## src/rtl/fixed_p_std_sdiv_pipe.sv

```systemverilog
// fixed_p_std_sdiv_pipe: iterative signed Q-format divider (clk, active-low sync reset, go, left, right -> out, done, overflow, div_by_zero)
module fixed_p_std_sdiv_pipe #(
  parameter int WIDTH       = 32,
  parameter int INT_WIDTH   = 8,
  parameter int FRACT_WIDTH = 24
) (
  input  logic             clk,
  input  logic             reset,
  input  logic             go,
  input  logic [WIDTH-1:0] left,
  input  logic [WIDTH-1:0] right,
  output logic [WIDTH-1:0] out,
  output logic             done,
  output logic             overflow,
  output logic             div_by_zero
);
  localparam int N = WIDTH + FRACT_WIDTH;
  localparam int CW = $clog2(N);
  localparam logic [N-1:0] LIM = N'(1) << (WIDTH - 1);
  localparam logic [N-1:0] MAXP = LIM - N'(1);
  typedef enum logic [1:0] {IDLE, RUN, DONE} state_t;
  state_t r_state;
  logic [CW-1:0] r_cnt;
  logic [N-1:0] r_dvd;
  logic [WIDTH-1:0] r_dvs;
  logic [WIDTH:0] r_rem;
  logic r_sign;
  logic [WIDTH-1:0] w_la, w_ra, w_qt, w_res;
  logic [WIDTH+1:0] w_sh;
  logic [WIDTH:0] w_rem;
  logic [N-1:0] w_q;
  logic w_ge, w_povf, w_novf;
  if (WIDTH != INT_WIDTH + FRACT_WIDTH) begin : g_chk
    $error("WIDTH must equal INT_WIDTH + FRACT_WIDTH");
  end
  assign w_la = left[WIDTH-1] ? -left : left;
  assign w_ra = right[WIDTH-1] ? -right : right;
  assign w_sh = {r_rem, r_dvd[N-1]};
  assign w_ge = w_sh >= {2'b00, r_dvs};
  assign w_rem = w_ge ? w_sh[WIDTH:0] - {1'b0, r_dvs} : w_sh[WIDTH:0];
  assign w_q = {r_dvd[N-2:0], w_ge};
  assign w_qt = w_q[WIDTH-1:0];
  assign w_res = r_sign ? -w_qt : w_qt;
  assign w_povf = !r_sign && w_q > MAXP;
  assign w_novf = r_sign && w_q > LIM;
  always_ff @(posedge clk) begin
    if (!reset) begin
      r_state     <= IDLE;
      r_cnt       <= '0;
      r_rem       <= '0;
      r_dvd       <= '0;
      r_dvs       <= '0;
      r_sign      <= 1'b0;
      out         <= '0;
      done        <= 1'b0;
      overflow    <= 1'b0;
      div_by_zero <= 1'b0;
    end else begin
      done <= 1'b0;
      case (r_state)
        IDLE: if (go) begin
          r_sign <= left[WIDTH-1] ^ right[WIDTH-1];
          r_dvd  <= {w_la, {FRACT_WIDTH{1'b0}}};
          r_dvs  <= w_ra;
          r_rem  <= '0;
          r_cnt  <= '0;
          if (right == '0) begin
            r_state     <= DONE;
            out         <= '0;
            overflow    <= 1'b0;
            div_by_zero <= 1'b1;
            done        <= 1'b1;
          end else begin
            r_state <= RUN;
          end
        end
        RUN: begin
          r_rem <= w_rem;
          r_dvd <= w_q;
          r_cnt <= r_cnt + CW'(1);
          if (r_cnt == CW'(N - 1)) begin
            r_state     <= DONE;
            done        <= 1'b1;
            out         <= w_povf ? {1'b0, {(WIDTH-1){1'b1}}} : w_novf ? {1'b1, {(WIDTH-1){1'b0}}} : w_res;
            overflow    <= w_povf || w_novf;
            div_by_zero <= 1'b0;
          end
        end
        default: r_state <= IDLE;
      endcase
    end
  end
endmodule

```

## config.mk

```make
export PLATFORM = sky130hd
export DESIGN_NAME = fixed_p_std_sdiv_pipe
export DESIGN_NICKNAME = d
export VERILOG_FILES = /design/src/rtl/fixed_p_std_sdiv_pipe.sv
export SDC_FILE = /design/constraint.sdc
export NUM_CORES = 1
export LEC_CHECK = 0
export ABC_AREA = 1
export BUFFER_PORTS_ARGS = -buffer_cell sky130_fd_sc_hd__buf_2
export CORE_MARGIN = 1.5
export CORE_UTILIZATION = 50
export DETAILED_ROUTE_END_ITERATION = 8
export PLACE_DENSITY = 0.8
export SLEW_MARGIN = 0
export SYNTH_ARGS = -nofsm -noshare
export SYNTH_HDL_FRONTEND = slang
export SYNTH_SLANG_ARGS = --single-unit
```

## constraint.sdc

```tcl
create_clock -name clk -period 3.45 [get_ports clk]
set_input_delay 0.345 -clock clk [delete_from_list [all_inputs] [get_ports clk]]
set_output_delay 0.345 -clock clk [all_outputs]
set_load 0.005 [all_outputs]
```

; ---- After elaboration in Yosys (flattened, before gate mapping)
; Index checks and enable logic that the tools add are counted.
[op_classes]
n_addsub = 5
magnitude_cmp = 3
eq_ne = 5
muxes = 32
bitwise_logic = 1
n_reduce_logical = 11
[ops]
columns = op, count
row1 = $mux W32, 8
row2 = $pmux W56 S2, 1
row3 = $neg A32 Y32, 3
row4 = $mux W33, 2
row5 = $pmux W33 S2, 1
row6 = $pmux W32 S2, 1
row7 = $gt A56 B31 Y1 const B, 1
row8 = $gt A56 B32 Y1 const B, 1
row9 = $mux W56, 1
row10 = $ge A34 B32 Y1, 1
row11 = $sub A33 B32 Y33, 1
row12 = $logic_not A32 Y1, 1
row13 = $pmux W6 S2, 1
row14 = $mux W1, 9
row15 = $add A6 B1 Y6 const B, 1
row16 = $eq A6 B6 Y1 const B, 1
row17 = $mux W2, 3
row18 = $mux W6, 1
row19 = $ne A2 B2 Y1 const B, 3
row20 = $pmux W1 S2, 3
row21 = $reduce_and A2 Y1, 3
row22 = $pmux W2 S2, 1
row23 = $reduce_and A4 Y1, 1
row24 = $eq A2 B1 Y1 const B, 1
row25 = other kinds (6), 7
[totals]
regBits = 165
inputBits = 67
elab_cells = 67

; ---- Logic depth before layout (Yosys ltp)
[logic_depth]
depth_word = 7
depth_mapped = 27

; ---- Worst setup path before layout
; OpenSTA, ideal clock, no wires.
[synth_path]
kind = reg-to-reg
from = register r_dvs[13]
to = register out[26]
setup_ns = 0.132
arrival_ns = 2.977
required_ns = 3.318
setup_slack_ns = 0.340
stages_incl_launch_ff = 23
path_buffers = 1
period_less_slack_ns = 3.110
cell_sequence = dfxtp_1 -> inv_1 -> ha_1 -> a21oi_1 -> nand2_1 -> a21oi_1 -> nand3_2 -> nand2_2 -> and2_4 -> buf_6 -> ha_1 -> nand3_1 -> nor2_1 -> inv_1 -> nor2_1 -> nand3_1 -> or3b_1 -> nand2_1 -> nand2_1 -> nand3_1 -> nand2_1 -> nand2_1 -> a21oi_1
[synth_via]
elab_chain_cells = 7
word_cells_on_any_way = 11
cone_classes = add/sub (1) / order compare (3) / mux (5) / reduce/logical (2)
[synth_lines]
columns = item, line_no
row1 = from (decl), 25  ; logic [WIDTH-1:0] r_dvs;
row2 = from (signal assigned), 64  ; r_dvs <= w_ra;
row3 = $ge A34 B32 Y1 *, 39  ; assign w_ge = w_sh >= {2'b00, r_dvs};
row4 = $gt A56 B32 Y1 / $neg A32 Y32 (equally long branches), "45, 43"
row5 = $logic_and A1 B1 Y1 / $mux W32 (equally long branches), "45, 43"
row6 = $mux W32, 84  ; out <= w_povf ? {1'b0, {(WIDTH-1){1'b1}}} : w_novf ? {1'b1, {(WIDTH-1){1'b0}}} : w_res;
row7 = $mux W32 *, 84
row8 = $mux W32 *, 81  ; if (r_cnt == CW'(N - 1)) begin
row9 = $pmux W32 S2 *, 60  ; case (r_state)
row10 = to (signal assigned), 84
row11 = to (decl), 12  ; output logic [WIDTH-1:0] out,
; Mark *: on every way between the ends. The rest lies on a longest branch, timed or not. The select of a mux whose other input is x is not followed.
; A chain may end at the register's enable or synchronous reset.

; ---- Final worst setup path
[layout_path]
from = register r_dvs[24]
to = register out[5]
; The elaborated chain is that of the path after synthesis.

==> results.md <==
* Hpwl dp at around 22 mm
* Worst hold path type: primary input to flip-flop
* DRC at 0
* Total negative setup slack at 0 ns
* Final std cells w/o fill at 2080
* Die Ht at ~150 um
* Unrepaired setup endpoints after global routing: no
* Syn-to-layout area delta at 13.5%
* Max Root-Sink Buffers at 2
* Synth Net Count at 1818
* Synth top area cells: dfxtp_1 30%, nand2_1 15%, a21oi_1 9.5%, inv_1 6.1%, o21ai_0 4.7%
* P per Cell Area at 954 mW/mm^2
* Seq/Total Area, Yosys at 29.9%
* Cell total after placement at 2043
* Final #Nets at ~1900
* Hold buffers post-CTS at 0
* GRT Overall Usage at between 20% and 30%
* Placed Area at 0.0118 sq mm
* Min Tclk post-route at between 3 and 4 ns
* Initial core utilization at about half
* Via count at 11616
* Arr. time, crit path at roughly 3.6 ns
* Core ar. at 0.0218 sq mm
* Clock root buffer: clkbuf_16
* Worst slew pin tran at just under 1 ns
* First-pass GRT wire length at 50.9 mm
* FF-to-FF setup slack at 0.24 ns
* I/O Buffers at 101
* Ys async rst share at 0%
* 1st-pass router iterations at 8
* Htree depth at 4
* Clock slew at reported path FFs at ~0.070 ns
* Share of post-route cells with drive strength above 1 at between 10 and 15%
* Clock Skew at 0.0158 ns
* Die W at 152 um
* Drt wl/cell at 14.9 um
* Average via count per standard cell at 5.58
* VDD IR max at around 0.00092 V
* Highest Clock Rate at 0.311 GHz
* Post-Syn Area per Cell at between 6 and 7 sq um
* Max Slew Vio Count at 0
* Placer congestion estimate at 0.943
* Top FF cell, synth: dfxtp_1
* Synth top area share at approximately 30%
* Fill cell instance count of the final layout at 2128
* Cts bufs inserted at 17
* Fin. Hold Viols at 0
* Synthesized cell area at 0.0111 sq mm
* Clk Latency, worst-skew pair at around 0.44 ns
* CTS tree: done
* Max-cap viol count at 0
* Seq cells post-synth at roughly 170
* Post-synth EDFFs at 0
* Yosys warns at 0
* # IOs at 102
* CTS sink count at 165
* Largest net degree at the start of global routing at 76
* Crit-path max FO at 12
* Core Rows at 54
* Fin util at 57.7%
* Crit Path Class: flip-flop to flip-flop
* Finished Cell Area at 0.0126 sq mm
* Static Leak at 5.64 nW
* Synth cell types at 54
* Vias in the first global route at between 10000 and 15000
* Critical Path RT at 3.82 ns
* Largest area contributor in the netlist: dfxtp_1
* Total wire length at 31.1 mm
* First DRT Iteration DRCs at 786
* Setup crit start kind: flip-flop
* Status: completed
* Die area at 0.0230 sq mm
* Crit. End Element: flip-flop
* DRT antenna net count at 0
* Setup-failing EPs final at 0
* Max_slew headroom at 34.8%
* Tcrit/Tclk final at about 93%
* Initial antenna violation count at 2
* Overflow after GRT at 0
* Mapped Cells at 1714
-- state kept, by name, summed over array words and instances (netlist names) --
register	cells
div_by_zero	1
done	1
out	32
overflow	1
r_cnt	6
r_dvd	56
r_dvs	32
r_rem	33
r_sign	1
r_state	2
-- where the power goes --
part / switching (mW) / internal [mW] / leakage, nW / total [mW]
sequential: 0.244 / 2.18 / 1.34 / 2.43
clock: 0.905 / 0.954 / 0.264 / 1.86
combinational: 4.92 / 2.78 / 4.03 / 7.70
total: 6.07 / 5.91 / 5.64 / 12.0
-- final timing paths --
| path | end | start | cells past startpoint |
|---|---|---|---|
| worst max-delay path | out[5]$_SDFFE_PN0P_ | r_dvs[24]$_SDFFE_PN0P_ | 22 |
| worst min-delay path | r_dvs[1]$_SDFFE_PN0P_ | right[1] | 3 |
| worst max register to register | out[5]$_SDFFE_PN0P_ | r_dvs[24]$_SDFFE_PN0P_ | 22 |
| worst min register to register | out[10]$_SDFFE_PN0P_ | out[10]$_SDFFE_PN0P_ | 2 |
-- layer usage --
| metal | wire length [um] | GRT usage [%] | vias to the layer above | part of all wire [%] |
|---|---|---|---|---|
| li1 | - | - | 5809 | - |
| met1 | 14200 | 37.1 | 5349 | 46 |
| met2 | 13900 | 43.7 | 401 | 45 |
| met3 | 2360 | 5.63 | 57 | 7.6 |
| met4 | 610 | 7.69 | 0 | 2.0 |
| met5 | 0 | 0 | - | 0 |
-- cell families after synthesis --
logic type / synth area share, %
and+or+nand+nor: 29.9
AOI/OAI and AO/OA: 20.8
buffers and inverters: 9.80
DFF: 29.9
xor gates and xnor gates: 5.38
adders and majority gates: 4.25
-- worst max-delay path, cell delays in order (launching register included) --
cell     delay [ns]
dfxtp_1        0.31
inv_1          0.05
ha_1           0.36
nand2_2        0.12
inv_1          0.04
a21oi_1        0.18
a21oi_1        0.16
nor2_4         0.18
and2_4         0.16
ha_2           0.18
nand3_2        0.12
nor2_4         0.12
inv_2          0.06
nor2_1         0.08
nand3_1        0.08
nand2_1        0.09
nor2_1         0.06
inv_2          0.20
buf_4          0.18
nand2_1        0.05
o21ai_0        0.15
nand2_1        0.08
a21oi_1        0.12
-- stage by stage --
step | setup WS, ns | hold WS [ns] | power [mW]
6_report | 0.236 | 0.204 | 12.0
5_1_grt | 0.0141 | 0.209 | 13.0
4_1_cts | 0.0113 | 0.196 | 11.4
3_5_place_dp | 0.0288 | 0.453 | 9.52
3_3_place_gp | 0.123 | 0.449 | 9.45
2_1_floorplan | 0.340 | 0.454 | 8.31
-- Yosys cell counts (2+ instances only) --
cell,instances
nor2_2,9
buf_6,5
o221ai_1,4
o211ai_1,13
xor2_1,45
or2_2,8
a22oi_1,8
o21ai_2,9
a31oi_1,25
o31ai_1,7
a21oi_2,2
buf_2,6
nand2_4,3
nor4_1,15
nand3b_1,6
nor3_2,5
inv_1,181
nand3_1,86
nand4_1,20
ha_1,36
a21oi_1,211
buf_12,2
o21ai_0,103
nor2_1,135
dfxtp_1,165
clkinv_1,2
nand3_2,4
o21ai_1,10
buf_1,6
xnor2_1,23
clkbuf_1,56
nor2_4,3
nand2_2,5
o21bai_1,10
buf_4,3
a211oi_1,2
nand2_1,444
a221oi_1,5
a21o_1,2
nor3_1,16
-- repair_timing --
action | in CTS | in global routing
buffers inserted | 0 | 3
gates cloned | 0 | 0
gates resized for setup | 2 | 35
setup endpoints to repair | 2 | 29
pin swaps | 1 | 5
-- layout by cell type, fill, tap and decap left out, types with 28 or more instances in the layout --
cell and n:
nand3_1 83, xor2_1 45, a21oi_1 209, inv_1 179, nand2_1 441, o21ai_0 100
buf_2 101, buf_4 28, dfxtp_1 165, nor2_1 130
-- final cells by class --
type | instances | area (sq um) | area share, %
inverters | 185 | 704 | 5.61
repair buffers | 130 | 736 | 5.86
diodes | 2 | 5.00 | 0.0398
clock buffers | 17 | 425 | 3.39
clock inverters | 15 | 141 | 1.13
multi-input cells | 1286 | 6890 | 54.9
flip-flops and latches | 165 | 3300 | 26.3
well taps | 280 | 350 | 2.79
Note: power is estimated with default switching activity, not from simulation.
